`src/rtl/bit_serializer.sv`:
```
// Parallel-to-serial converter with a 2-entry input FIFO.
// Words stream out back-to-back on dout while the buffer holds data.
module bit_serializer #(
    parameter int WIDTH     = 8,
    parameter bit MSB_FIRST = 1'b1
) (
    input  logic             clk,
    input  logic             rst,
    input  logic [WIDTH-1:0] data_in,
    input  logic             valid_in,
    output logic             ready_out,
    output logic             dout,
    output logic             dout_valid,
    output logic             busy,
    output logic [15:0]      word_cnt
);

    localparam int CW = $clog2(WIDTH);
    localparam logic [CW-1:0] LAST = CW'(WIDTH - 1);

    typedef enum logic {
        IDLE,
        SHIFT
    } state_t;

    state_t           state;
    logic [WIDTH-1:0] mem [2];
    logic             head;
    logic             tail;
    logic [1:0]       occ;
    logic [WIDTH-1:0] sreg;
    logic [CW-1:0]    bit_cnt;

    logic             push;
    logic             pop;
    logic             last;
    logic [WIDTH-1:0] head_word;
    logic [WIDTH-1:0] shifted;

    assign ready_out = !rst && (occ != 2'd2);
    assign push      = valid_in && ready_out;
    assign last      = (state == SHIFT) && (bit_cnt == LAST);
    assign pop       = (occ != 2'd0) && ((state == IDLE) || last);
    assign head_word = mem[head];
    assign busy      = (state == SHIFT) || (occ != 2'd0);

    // Outgoing bit always sits at one end of sreg; it is zero when idle.
    assign dout    = MSB_FIRST ? sreg[WIDTH-1] : sreg[0];
    assign shifted = MSB_FIRST ? {sreg[WIDTH-2:0], 1'b0}
                               : {1'b0, sreg[WIDTH-1:1]};

    always_ff @(posedge clk) begin
        if (push && !rst) begin
            mem[tail] <= data_in;
        end
    end

    always_ff @(posedge clk) begin
        if (rst) begin
            head <= 1'b0;
            tail <= 1'b0;
            occ  <= 2'd0;
        end else begin
            if (push) begin
                tail <= ~tail;
            end
            if (pop) begin
                head <= ~head;
            end
            case ({push, pop})
                2'b10:   occ <= occ + 2'd1;
                2'b01:   occ <= occ - 2'd1;
                default: occ <= occ;
            endcase
        end
    end

    always_ff @(posedge clk) begin
        if (rst) begin
            state      <= IDLE;
            sreg       <= '0;
            bit_cnt    <= '0;
            word_cnt   <= 16'd0;
            dout_valid <= 1'b0;
        end else begin
            unique case (state)
                IDLE: begin
                    if (pop) begin
                        sreg       <= head_word;
                        bit_cnt    <= '0;
                        state      <= SHIFT;
                        dout_valid <= 1'b1;
                    end
                end
                SHIFT: begin
                    if (last) begin
                        word_cnt <= word_cnt + 16'd1;
                        bit_cnt  <= '0;
                        // Chain straight into the next word to avoid a gap.
                        if (pop) begin
                            sreg <= head_word;
                        end else begin
                            sreg       <= '0;
                            state      <= IDLE;
                            dout_valid <= 1'b0;
                        end
                    end else begin
                        sreg    <= shifted;
                        bit_cnt <= bit_cnt + 1'b1;
                    end
                end
                default: begin
                    state      <= IDLE;
                    dout_valid <= 1'b0;
                end
            endcase
        end
    end

endmodule
```
`config.mk`:
```
export PLATFORM = sky130hd
export DESIGN_NAME = bit_serializer
export DESIGN_NICKNAME = d
export VERILOG_FILES = /design/src/rtl/bit_serializer.sv
export SDC_FILE = /design/constraint.sdc
export NUM_CORES = 1
export LEC_CHECK = 0
export ABC_CLOCK_PERIOD_IN_PS = 2200
export CAP_MARGIN = 20
export CORE_MARGIN = 5
export CORE_UTILIZATION = 50
export CTS_BUF_LIST = sky130_fd_sc_hd__clkbuf_2 sky130_fd_sc_hd__clkbuf_4 sky130_fd_sc_hd__clkbuf_8
export CTS_CLUSTER_SIZE = 30
export DETAILED_ROUTE_END_ITERATION = 10
export PLACE_DENSITY = 0.78
export SLEW_MARGIN = 10
export SYNTH_ARGS = -nofsm -noshare
export SYNTH_HDL_FRONTEND = slang
export SYNTH_SLANG_ARGS = --single-unit
```
`constraint.sdc`:
```
create_clock -name clk -period 2.2 [get_ports clk]
set_input_delay 0.44 -clock clk [delete_from_list [all_inputs] [get_ports clk]]
set_output_delay 0.44 -clock clk [all_outputs]
set_load 0.005 [all_outputs]
```
==> results.toml, run 1 <==
[synthesis]
syn_nets = 221
yosysWarningCount = 0
syn_inst = 206
syn-cell-area_um2 = 2060
synth.distinct_cells = 32
syn_area_per_cell_um2 = 10.0
ys_ff_latch = 50
synth-seq-area-share = 0.563

[routing]
drc = 0
first_pass_iters = 4
drt-total-wl_um = 3850
first_iter_violations = 85
via_per_inst = 5.28
via_count = 1552
detail-route-antenna-nets = 0
wl_per_cell_um = 13.1

[pwr]
powerDensity_nw_per_um2 = 961
p_switching_uw = 799
clkPwrFrac = 0.230
pwr-share-comb = 0.294
cellLeakagePower_uw = 0.000872
p_sw_frac = 0.324
ir_drop_mv = 0.603
pwr-share-seq = 0.476
intPower_uw = 1670

[placed_design]
dp.cells = 286
place_ws_ns = 0.136
io_buffers = 30
gp_congestion = 0.800
hpwl_um = 2740

[finish]
antennaDiodeCount = 0
multi_input_area_um2 = 852
area_delta_synth_final_pct = 24.3
fillCellCount = 339
layout.nets = 258
drive_gt1_frac = 0.135
seqCellArea_um2 = 1160
fin_cells = 294

[sta]
worstMarginPinSlew_ns = 0.362
final.setup.worst_slack_ns = 0.131
fmax_mhz = 483
finalSetupViolCount = 0
rsz0062_at_grt = "no"
setup_tns_ns = 0
finalCriticalPeriod_ns = 2.07
skew_ns = 0.00439
slew_headroom = 0.758
post-route-period-util = 0.940
finalHoldViolCount = 0
drv_slew = 0
hold_ws_ns = 0.454

[floorplanning]
dieArea_um2 = 5510
core_area_um2 = 4000
initial_core_util = 0.516
die_x_um = 74.2
ios = 31
dieHeight_um = 74.2
fp-row-count = 23

[critical_path]
arrival_ns = 1.63
crit_path_end_kind = "output pin"
setup.worst_path.start_class = "input port"
worstSetupPathType = "input port to output pin"
required_ns = 1.76
cp_max_fo = 3

[clock_network]
cts_tree = "done"
cts_inserted_buffers = 5
cts.hold.buffers_added = 0
numClockSinks = 50
cts_root_buffer = "clkbuf_8"
cts_buffer_depth = 2
cts_max_level = 2
clk_pin_slew_ns = 0.09
clock_latency_ns = 0.30

[grt]
grt_pass1_vias = 1471
grt_pass1_wl_um = 6380
track_usage = 0.151
grt_start_max_net_pins = 28
grt_overflow = 0
antenna_found_initial = 0

[hold_path]
hold_class = "flop to flop"

[outcome]
status = "finished clean"

[flow_run]
cap_violations = 0
==> logic make-up (layout without fill, tap and decap cells) <==
logic type                 after synthesis  in the layout  synth area share
AOI/OAI and AO/OA                       41             41             0.106
adders and majority gates                4              4            0.0243
and+or+nand+nor                         73             73             0.171
buffers and inverters                   15             53            0.0279
muxes                                    9              9            0.0485
DFF                                     50             50             0.563
xor gates and xnor gates                14             14            0.0594
==> repair_timing <==
item                                    CTS  global route
resized for setup                         2             3
setup buffers                             0             0
hold endpoints to repair                  0             0
endpoints found under the setup margin    1             3
==> final timing paths <==
| kind | from | end | slack (ns) | cells past startpoint |
|---|---|---|---|---|
| max | rst | ready_out | 0.13 | 4 |
| min | sreg[2] | sreg[3] | 0.45 | 2 |
| max reg2reg | bit_cnt[0] | word_cnt[15] | 0.21 | 6 |
| min reg2reg | sreg[2] | sreg[3] | 0.45 | 2 |
==> synthesized netlist by cell type, drive strengths merged <==
cell,instances,area [um2]
a21o,1,7.51
xnor2,10,87.6
nor2b,1,6.26
a21oi,17,85.1
edfxtp,16,480
clkbuf,7,26.3
or3,5,31.3
buf,2,8.75
o21ai,19,95.1
ha,4,50.1
dfxtp,34,681
nand3b,1,7.51
nand2,18,67.6
nand4,4,31.3
or2,1,6.26
nor3,4,20.0
nor2,27,101
o211ai,1,7.51
xor2,4,35.0
o31ai,1,7.51
mux2,8,90.1
mux2i,1,10.0
or4,2,15.0
nand3,7,47.6
o22a,1,8.76
o21a,1,7.51
inv,6,22.5
nor4,3,18.8
==> final cells by class <==
cell class / instances / area share
flip-flops and latches: 50 / 0.453
multi-input cells: 141 / 0.332
repair buffers: 39 / 0.143
clock buffers: 5 / 0.0268
well taps: 50 / 0.0244
clock inverters: 3 / 0.0112
inverters: 6 / 0.00878
==> stage by stage <==
step / instance area [um2] / util / power [uW]
after CTS: 2560 / 0.639 / 2470
after floorplan: 2060 / - / 1650
after global placement: 2460 / 0.615 / 1880
after detailed placement: 2460 / 0.615 / 1900
final: 2560 / 0.641 / 2460
after global routing: 2560 / 0.641 / 2620
==> critical path: stages <==
cell             delay [ns]
clkdlybuf4s50_1        0.44
inv_1                  0.13
o21a_1                 0.13
clkdlybuf4s50_1        0.49
==> routing by layer <==
metal / track usage / routed length, um / vias up
li1: - / - / 797
met1: 0.189 / 1740 / 721
met2: 0.250 / 1930 / 29
met3: 0.0365 / 141 / 5
met4: 0.0672 / 43 / 0
met5: 0 / 0 / -
==> placed cells by master (no fill, tap or decap), drive strengths merged <==
| cell | count |
|---|---|
| dfxtp | 34 |
| clkdlybuf4s50 | 30 |
| nor2 | 27 |
| o21ai | 19 |
| nand2 | 18 |
| a21oi | 17 |
| edfxtp | 16 |
| xnor2 | 10 |
| buf | 9 |
| mux2 | 8 |
| inv | 8 |
| nand3 | 7 |
| or3 | 5 |
| clkbuf | 5 |
| xor2 | 4 |
| nor3 | 4 |
| nand4 | 4 |
| ha | 4 |
| nor4 | 3 |
| or4 | 2 |
| or2 | 1 |
| nor2b | 1 |
| o211ai | 1 |
| o21a | 1 |
| a21o | 1 |
| nand3b | 1 |
| mux2i | 1 |
| o31ai | 1 |
| o22a | 1 |
| clkinv | 1 |
==> power by group through the flow <==
stage | sequential (uW) | clock, uW | combinational, uW
after global routing | 1190 | 608 | 824
after global placement | 1180 | 0 | 694
after floorplan | 1160 | 0 | 498
after detailed placement | 1190 | 0 | 708
after CTS | 1170 | 585 | 717
final | 1170 | 566 | 725
==> sequential cells by signal, summed over array words and instances, names as in the netlist, named ones only <==
signal / flops
bit_cnt: 3
dout_valid: 1
head: 1
mem: 16
occ: 2
sreg: 8
state: 1
tail: 1
word_cnt: 16
No activity file was read; power rests on OpenSTA's default activity.
==> run 2: changes to the inputs <==
--- a/config.mk
+++ b/config.mk
@@ -7,7 +7,7 @@
 export LEC_CHECK = 0
 export ABC_CLOCK_PERIOD_IN_PS = 2200
 export CAP_MARGIN = 20
-export CORE_MARGIN = 5
+export CORE_MARGIN = 4
 export CORE_UTILIZATION = 50
 export CTS_BUF_LIST = sky130_fd_sc_hd__clkbuf_2 sky130_fd_sc_hd__clkbuf_4 sky130_fd_sc_hd__clkbuf_8
 export CTS_CLUSTER_SIZE = 30
==> results.toml, run 2 (same netlist as run 1, synthesis figures left out) <==
[routing]
first_pass_iters = 4
detail-route-antenna-nets = 0
drt-total-wl_um = 4000
via_count = 1575
via_per_inst = 5.36
first_iter_violations = 92
drc = 0
wl_per_cell_um = 13.6

[critical_path]
crit_chain = "or2_4 > nor2_1 > inv_1 > clkdlybuf4s50_1"
worstSetupPathType = "flop to output pin"
slowest_delay_ns = 0.46
required_ns = 1.76
path_buf_inv = 2
cp_slowest_cell = "clkdlybuf4s50_1"
cp_max_fo = 8
setup.worst_path.start_class = "flop"
crit_path_end_kind = "output pin"
arrival_ns = 1.67
cp_top_family = "buffers and inverters"
rrSetupSlack_ns = 0.21

[sta]
rsz0062_at_grt = "no"
skew_ns = 0.00597
drv_slew = 0
finalCriticalPeriod_ns = 2.11
hold_ws_ns = 0.454
slew_headroom = 0.729
post-route-period-util = 0.958
finalHoldViolCount = 0
final.setup.worst_slack_ns = 0.0916
finalSetupViolCount = 0
setup_tns_ns = 0
worstMarginPinSlew_ns = 0.407
fmax_mhz = 474

[flow_run]
cap_violations = 0

[clock_network]
clock_latency_ns = 0.30
cts_max_level = 2
cts_inserted_buffers = 5
cts_root_buffer = "clkbuf_8"
cts_buffer_depth = 2
numClockSinks = 50
clk_pin_slew_ns = 0.09
cts_tree = "done"

[finish]
drive_gt1_frac = 0.127
layout_common_cells = "33 x dfxtp_1, 30 x clkdlybuf4s50_1, 27 x nor2_1"
largest_registers = "mem x16, word_cnt x16, sreg x8"
antennaDiodeCount = 0
fillCellCount = 318
final_common_cell = "dfxtp_1"
layout.nets = 258
area_delta_synth_final_pct = 24.9

[floorplanning]
die_x_um = 72.2
dieArea_um2 = 5220
fp-row-count = 23
dieHeight_um = 72.2
ios = 31
initial_core_util = 0.516
core_area_um2 = 4000

[grt]
track_usage = 0.167
grt_pass1_wl_um = 6820
grt_pass1_vias = 1543
grt_overflow = 0
antenna_found_initial = 0
grt_start_max_net_pins = 28

[placed_design]
gp_congestion = 0.811
io_buffers = 30
place_ws_ns = 0.141
hpwl_um = 2760

[pwr]
powerDensity_nw_per_um2 = 991
ir_drop_mv = 0.562
cellLeakagePower_uw = 0.000877

[hold_path]
hold_class = "flop to flop"

[outcome]
status = "finished clean"
-- run 2: changes by cell type in the layout (fill, tap and decap cells not counted) --
cell        change
inv_1           +1
clkinvlp_2      +1
clkinv_4        -1
inv_8           -1
inv_2           -1
nor2_1          +1
bufinv_16       +1
nor2_2          -1
-- run 2: area by class of cell --
type	instances	area, um2	share of cell area
timing repair buffer	39	368	0.143
clock buffer	5	68.8	0.0267
sequential	50	1160	0.451
tap	50	62.6	0.0243
clock inverter	3	43.8	0.0170
multi-input combinational	141	850	0.330
inverter	6	22.5	0.00874
-- run 2: what timing repair did --
action                                  in CTS  in global routing
buffers inserted                             0                  0
endpoints found under the setup margin       1                  2
hold buffers                                 0                  0
gates resized for setup                      1                  2
-- run 2: report_power, final --
part,leakage (uW),internal [uW],switching [uW]
clock,0.0000547,340,307
combinational,0.000398,344,393
sequential,0.000424,1080,89.6
total,0.000877,1760,790
-- run 2: tightest hold or removal path: stages, from the launching register on --
cell     delay, ns
dfxtp_1       0.32
nand2_1       0.05
a21oi_1       0.05
-- run 2: metrics by stage --
step | instance area [um2] | util | total power (uW) | instances
after global placement | 2460 | 0.615 | 1880 | 286
after CTS | 2570 | 0.643 | 2570 | 294
after floorplan | 2060 | - | 1650 | 206
after detailed placement | 2460 | 0.615 | 1910 | 286
final | 2580 | 0.644 | 2550 | 294
after global routing | 2580 | 0.644 | 2710 | 294
-- run 2: final timing paths --
path / to / start / depth (start not counted)
worst max register to register: word_cnt[15] / bit_cnt[0] / 6
worst min-delay path: sreg[7] / sreg[6] / 2
worst min register to register: sreg[7] / sreg[6] / 2
worst max-delay path: busy / occ[1] / 4
-- run 2: layer usage --
metal	wire length, um	up-vias	part of all wire	global-route usage
met4	40	0	0.010	0.0647
met2	1990	32	0.50	0.269
met5	0	-	0	0
li1	-	793	-	-
met3	155	5	0.039	0.0429
met1	1820	745	0.45	0.214
